<file path="src/rtl/nested_loop_pkg.sv">
// Shared types and width helpers for the nested loop-index generator.
package nested_loop_pkg;

    // Sweep controller states.
    typedef enum logic [0:0] {
        IDLE = 1'b0,
        RUN  = 1'b1
    } state_e;

    // Default geometry: three levels of 4-bit indices.
    localparam int CNT_WIDTH_DEF = 4;
    localparam int NUM_LVL_DEF   = 3;
    localparam int IDX_WIDTH_DEF = NUM_LVL_DEF * CNT_WIDTH_DEF;

    // Width of the packed index / limit buses for a given geometry.
    function automatic int idx_width(input int num_lvl, input int cnt_width);
        return num_lvl * cnt_width;
    endfunction

endpackage

</file>
<file path="src/rtl/loop_level_cnt.sv">
// One level of the nested loop counter: an index that advances when the
// level is stepped and every lower level sits at its limit, wrapping to 0
// once it passes its own inclusive limit.
module loop_level_cnt
    import nested_loop_pkg::*;
#(
    parameter int CNT_WIDTH = CNT_WIDTH_DEF
) (
    input  logic                 clk,
    input  logic                 rst_n,
    input  logic                 step,
    input  logic                 at_limit_in,
    input  logic [CNT_WIDTH-1:0] limit,
    input  logic                 clr,
    output logic [CNT_WIDTH-1:0] index,
    output logic                 at_limit_out,
    output logic                 wrap
);

    localparam logic [CNT_WIDTH-1:0] IDX_ONE  = {{(CNT_WIDTH-1){1'b0}}, 1'b1};
    localparam logic [CNT_WIDTH-1:0] IDX_ZERO = {CNT_WIDTH{1'b0}};

    logic [CNT_WIDTH-1:0] index_r;
    logic [CNT_WIDTH-1:0] index_nxt_s;
    logic                 local_at_lim_s;
    logic                 adv_s;

    // Advance decision and next index: clear dominates, then wrap or increment.
    always_comb begin
        local_at_lim_s = (index_r == limit);
        adv_s          = step & at_limit_in;
        index_nxt_s    = index_r;
        if (clr) begin
            index_nxt_s = IDX_ZERO;
        end else if (adv_s) begin
            if (local_at_lim_s) begin
                index_nxt_s = IDX_ZERO;
            end else begin
                index_nxt_s = index_r + IDX_ONE;
            end
        end else begin
            index_nxt_s = index_r;
        end
    end

    // Index register.
    always_ff @(posedge clk or negedge rst_n) begin
        if (!rst_n) begin
            index_r <= IDX_ZERO;
        end else begin
            index_r <= index_nxt_s;
        end
    end

    assign index        = index_r;
    assign at_limit_out = local_at_lim_s;
    assign wrap         = adv_s & local_at_lim_s & ~clr;

endmodule

</file>
<file path="src/rtl/nested_loop_counter.sv">
// Multi-level loop-index generator. Level 0 is innermost; each level has its
// own inclusive limit latched at start. Emits per-level wrap pulses and a
// single-cycle done pulse when the whole sweep completes.
module nested_loop_counter
    import nested_loop_pkg::*;
#(
    parameter int CNT_WIDTH = CNT_WIDTH_DEF,
    parameter int NUM_LVL   = NUM_LVL_DEF
) (
    input  logic                           clk_i,
    input  logic                           rst_n_i,
    input  logic                           start_i,
    input  logic [NUM_LVL*CNT_WIDTH-1:0]   limit_i,
    input  logic                           en_i,
    input  logic                           clr_i,
    output logic [NUM_LVL*CNT_WIDTH-1:0]   cnt_ff,
    output logic [NUM_LVL-1:0]             wrap_o,
    output logic                           busy_o,
    output logic                           done_o
);

    localparam int IDX_W = idx_width(NUM_LVL, CNT_WIDTH);

    state_e             state_r;
    logic [IDX_W-1:0]   limit_r;
    logic [NUM_LVL-1:0] wrap_r;
    logic               busy_r;
    logic               done_r;

    logic [NUM_LVL-1:0] wrap_s;
    logic [NUM_LVL-1:0] lvl_at_lim_s;
    logic [NUM_LVL:0]   carry_s;
    logic               start_s;
    logic               step_s;
    logic               lvl_clr_s;
    logic               complete_s;

    // Qualify start/step by state, with clear taking priority over both.
    always_comb begin
        start_s    = (state_r == IDLE) & start_i & ~clr_i;
        step_s     = (state_r == RUN) & en_i & ~clr_i;
        lvl_clr_s  = clr_i | start_s;
        complete_s = step_s & carry_s[NUM_LVL];
    end

    // Carry chain: level k may step only when all lower levels are at limit.
    always_comb begin
        carry_s    = {(NUM_LVL+1){1'b0}};
        carry_s[0] = 1'b1;
        for (int k = 0; k < NUM_LVL; k++) begin
            carry_s[k+1] = carry_s[k] & lvl_at_lim_s[k];
        end
    end

    for (genvar g = 0; g < NUM_LVL; g++) begin : g_lvl
        loop_level_cnt #(
            .CNT_WIDTH (CNT_WIDTH)
        ) u_lvl (
            .clk          (clk_i),
            .rst_n        (rst_n_i),
            .step         (step_s),
            .at_limit_in  (carry_s[g]),
            .limit        (limit_r[g*CNT_WIDTH +: CNT_WIDTH]),
            .clr          (lvl_clr_s),
            .index        (cnt_ff[g*CNT_WIDTH +: CNT_WIDTH]),
            .at_limit_out (lvl_at_lim_s[g]),
            .wrap         (wrap_s[g])
        );
    end

    // Sweep FSM with limit latch and registered wrap/busy/done outputs.
    always_ff @(posedge clk_i or negedge rst_n_i) begin
        if (!rst_n_i) begin
            state_r <= IDLE;
            limit_r <= {IDX_W{1'b0}};
            wrap_r  <= {NUM_LVL{1'b0}};
            busy_r  <= 1'b0;
            done_r  <= 1'b0;
        end else if (clr_i) begin
            state_r <= IDLE;
            wrap_r  <= {NUM_LVL{1'b0}};
            busy_r  <= 1'b0;
            done_r  <= 1'b0;
        end else begin
            case (state_r)
                IDLE: begin
                    wrap_r <= {NUM_LVL{1'b0}};
                    done_r <= 1'b0;
                    if (start_i) begin
                        limit_r <= limit_i;
                        state_r <= RUN;
                        busy_r  <= 1'b1;
                    end else begin
                        busy_r  <= 1'b0;
                    end
                end
                RUN: begin
                    wrap_r <= wrap_s;
                    done_r <= complete_s;
                    if (complete_s) begin
                        state_r <= IDLE;
                        busy_r  <= 1'b0;
                    end else begin
                        busy_r  <= 1'b1;
                    end
                end
                default: begin
                    state_r <= IDLE;
                    wrap_r  <= {NUM_LVL{1'b0}};
                    busy_r  <= 1'b0;
                    done_r  <= 1'b0;
                end
            endcase
        end
    end

    assign wrap_o = wrap_r;
    assign busy_o = busy_r;
    assign done_o = done_r;

endmodule

</file>
<file path="config.mk">
export PLATFORM = sky130hd
export DESIGN_NAME = nested_loop_counter
export DESIGN_NICKNAME = d
export VERILOG_FILES = /design/src/rtl/nested_loop_pkg.sv /design/src/rtl/loop_level_cnt.sv /design/src/rtl/nested_loop_counter.sv
export SDC_FILE = /design/constraint.sdc
export NUM_CORES = 1
export LEC_CHECK = 0
export ABC_AREA = 1
export CAP_MARGIN = 10
export CELL_PAD_IN_SITES_DETAIL_PLACEMENT = 2
export CELL_PAD_IN_SITES_GLOBAL_PLACEMENT = 2
export CORE_UTILIZATION = 31
export CTS_CLUSTER_DIAMETER = 120
export DETAILED_ROUTE_END_ITERATION = 7
export HOLD_SLACK_MARGIN = 0.12
export PLACE_DENSITY = 0.89
export SLEW_MARGIN = 10
export SYNTH_ARGS = -nofsm -noshare
export SYNTH_HDL_FRONTEND = slang
export SYNTH_SLANG_ARGS = --single-unit
export TNS_END_PERCENT = 50
</file>
<file path="constraint.sdc">
create_clock -name clk_i -period 3 [get_ports clk_i]
set_input_delay 0.45 -clock clk_i [delete_from_list [all_inputs] [get_ports clk_i]]
set_output_delay 0.45 -clock clk_i [all_outputs]
set_load 0.05 [all_outputs]
</file>
==> impl_metrics.env <==
export IMPL_num_vias=1369
export IMPL_end_kind="output pin"
export IMPL_clock_root_buffer="clkbuf_8"
export IMPL_portBuffers=33
export IMPL_synth_edf_count=0
export IMPL_yosysWarnings=0
export IMPL_clock_path_buffers=2
export IMPL_cp_slowest_cell="clkdlybuf4s50_1"
export IMPL_ant_nets=0
export IMPL_ir_worst_vdd_uv=235
export IMPL_rows=25
export IMPL_cts_resized=0
export IMPL_worst_pin_slew_ns=0.566
export IMPL_ios=34
export IMPL_htreeDepth=2
export IMPL_die_w_um=72.3
export IMPL_dr_pass1_iters=3
export IMPL_clkTransAtPathRegs_ns=0.06
export IMPL_cp_num_buf_inv=1
export IMPL_synth_top_cells_by_area="dfrtp_1 47%, nand2_1 11%, inv_1 5.4%"
export IMPL_cp_start_kind="register"
export IMPL_rsz0062_at_grt="false"
export IMPL_fillers=550
export IMPL_syn_num_nets=204
export IMPL_report_final_slew_viol_count=0
export IMPL_hold_buffers=0
export IMPL_drt_iter0_markers=32
export IMPL_critPathMaxStageDelay_ns=0.86
export IMPL_fin_crit_ns=2.08
export IMPL_drive_above_1_share_pct=12.5
export IMPL_cts_tree="done"
export IMPL_clk_insertion_delay_late_ns=0.28
export IMPL_grt_pass1_vias=1424
export IMPL_syn_avg_cell_area_um2=8.34
export IMPL_grt_overflow=0
export IMPL_area_growth_pct=32.2
export IMPL_synth_cells=184
export IMPL_setup_viol=0
export IMPL_dp_hpwl_um=2930
export IMPL_worstPathCellList="clkdlybuf4s50_1"
export IMPL_wl_per_cell_um=13.4
export IMPL_num_antenna_cells=0
export IMPL_crit_type="reg -> out"
export IMPL_finalCritPeriodShare_pct=69.4
export IMPL_die_area_um2=5230
export IMPL_maxCapViolCount=0
export IMPL_relSlewSlack_pct=62.3
export IMPL_ys_async_sr_fraction_pct=100
export IMPL_total_power_w=0.000905
export IMPL_p_leak_nw=1.02
export IMPL_antenna_found_initial=0
export IMPL_worstPathMaxFanout=6
export IMPL_grt_pass1_wl_um=6620
export IMPL_synth_cell_types=23
export IMPL_cp_data_arrival_time_ns=1.63
export IMPL_clock_skew_ns=0.00413
export IMPL_grt_max_degree=30
export IMPL_dpl_cell_area_um2=1950
export IMPL_power_density_nw_per_um2=446
export IMPL_die_y_um=72.3
export IMPL_synth_most_common_cell="nand2_1"
export IMPL_min_path_type="reg -> reg"
export IMPL_grt_usage_pct=16.9
export IMPL_ys_flop_type="dfrtp_1"
export IMPL_synth_largest_area_cell="dfrtp_1"
export IMPL_finalSetupTns_ns=0
export IMPL_required_ns=2.55
export IMPL_outcome="finished clean"
export IMPL_crit_family="buffers and inverters"
export IMPL_ys_seq_area_share_pct=47.3
export IMPL_synth_top_area_share_pct=47.3
export IMPL_clock_sinks=29
export IMPL_design_core_area_um2=4750
export IMPL_hold_violations=0
export IMPL_place_congestion=0.773
export IMPL_yosys_top_cells_count="44 x nand2_1, 29 x dfrtp_1, 22 x inv_1"
export IMPL_synth_cell_area_um2=1530
export IMPL_vias_per_cell=4.70
export IMPL_post_cts_setup_buffer_count=0
export IMPL_drcViolationCount=0
export IMPL_cts_inserted_buffers=5
export IMPL_routed_wl_um=3890
export IMPL_yosys_register_bits=29
export IMPL_start_util_pct=32.3
export IMPL_max_freq_ghz=0.480
export IMPL_final_area_um2=2030
export IMPL_nets=243
## worst reg2reg max path, delay by kind of cell, from the launching register on
| kind | cells | cell delay [ns] |
|---|---|---|
| compound gates | 1 | 0.48 |
| buf+inv | 1 | 0.07 |
| flops | 1 | 0.47 |
| xor+xnor | 1 | 0.16 |
| simple gates | 3 | 0.43 |
## metrics by stage
stage | instances | hold WS [ns] | utilization, % | setup WS (ns)
2_1_floorplan | 184 | 0.154 | - | 1.43
4_1_cts | 291 | 0.533 | 42.7 | 0.918
6_report | 291 | 0.531 | 42.7 | 0.919
3_5_place_dp | 283 | 0.519 | 41.0 | 0.892
3_3_place_gp | 283 | 0.510 | 41.0 | 0.977
5_1_grt | 291 | 0.556 | 42.7 | 0.882
## cell type report
class / instances / area [um^2] / area share, %
clock buffer: 8 / 80.1 / 3.95
inverter: 27 / 101 / 5.00
multi-input combinational: 125 / 692 / 34.1
sequential: 29 / 726 / 35.8
tap: 67 / 83.8 / 4.13
timing repair buffer: 35 / 345 / 17.0
## layer usage
layer	global-route usage, %	wire length (um)
met4	5.88	59
met3	4.17	139
met2	30.9	2060
met1	19.0	1630
met5	0	0
## power breakdown
group | total, W | internal [W] | leakage [nW] | switching, W
sequential | 0.000442 | 0.000422 | 0.367 | 0.0000203
clock | 0.000303 | 0.000164 | 0.0395 | 0.000139
combinational | 0.000161 | 0.0000644 | 0.614 | 0.0000962
total | 0.000905 | 0.000650 | 1.02 | 0.000255
## cells in the final DEF, fill, tap and decap left out, drive strengths merged
| cell type | count |
|---|---|
| nand2 | 49 |
| clkdlybuf4s50 | 33 |
| dfrtp | 29 |
| inv | 27 |
| nor2 | 25 |
| nand3 | 17 |
| a21oi | 13 |
| clkbuf | 8 |
| nand4 | 5 |
| xor2 | 4 |
| o21ai | 4 |
| ha | 3 |
| xnor2 | 2 |
| mux2 | 2 |
| buf | 2 |
| a21boi | 1 |
## cells by family after synthesis
| logic type | count (synthesis) | share of synthesized area (%) |
|---|---|---|
| and+or+nand+nor | 96 | 31.5 |
| buffers and inverters | 30 | 7.59 |
| muxes | 2 | 1.47 |
| DFF | 29 | 47.3 |
| xor gates and xnor gates | 6 | 3.43 |
| AOI/OAI and AO/OA | 18 | 6.28 |
| adders and majority gates | 3 | 2.45 |
## registers in the layout, indices dropped and copies added, names as in the netlist
name / cells
g_lvl.u_lvl.index: 12
done_o: 1
limit_r: 12
wrap_o: 3
busy_o: 1
## final timing paths
check                                                       to  slack, ns  cells past startpoint                                start
max in group asynchronous  g_lvl[2].u_lvl.index[2]$_DFFE_PN0P_       2.17                      2                              rst_n_i
min                                    limit_r[11]$_DFFE_PN0P_       0.53                      1              limit_r[11]$_DFFE_PN0P_
max reg2reg                g_lvl[0].u_lvl.index[2]$_DFFE_PN0P_       1.27                      6                     busy_o$_DFF_PN0_
max                                                 cnt_ff[10]       0.92                      1  g_lvl[2].u_lvl.index[2]$_DFFE_PN0P_
min reg2reg                            limit_r[11]$_DFFE_PN0P_       0.53                      1              limit_r[11]$_DFFE_PN0P_
min in group asynchronous               limit_r[9]$_DFFE_PN0P_       0.55                      2                              rst_n_i
(Power assumes the default switching activity.)
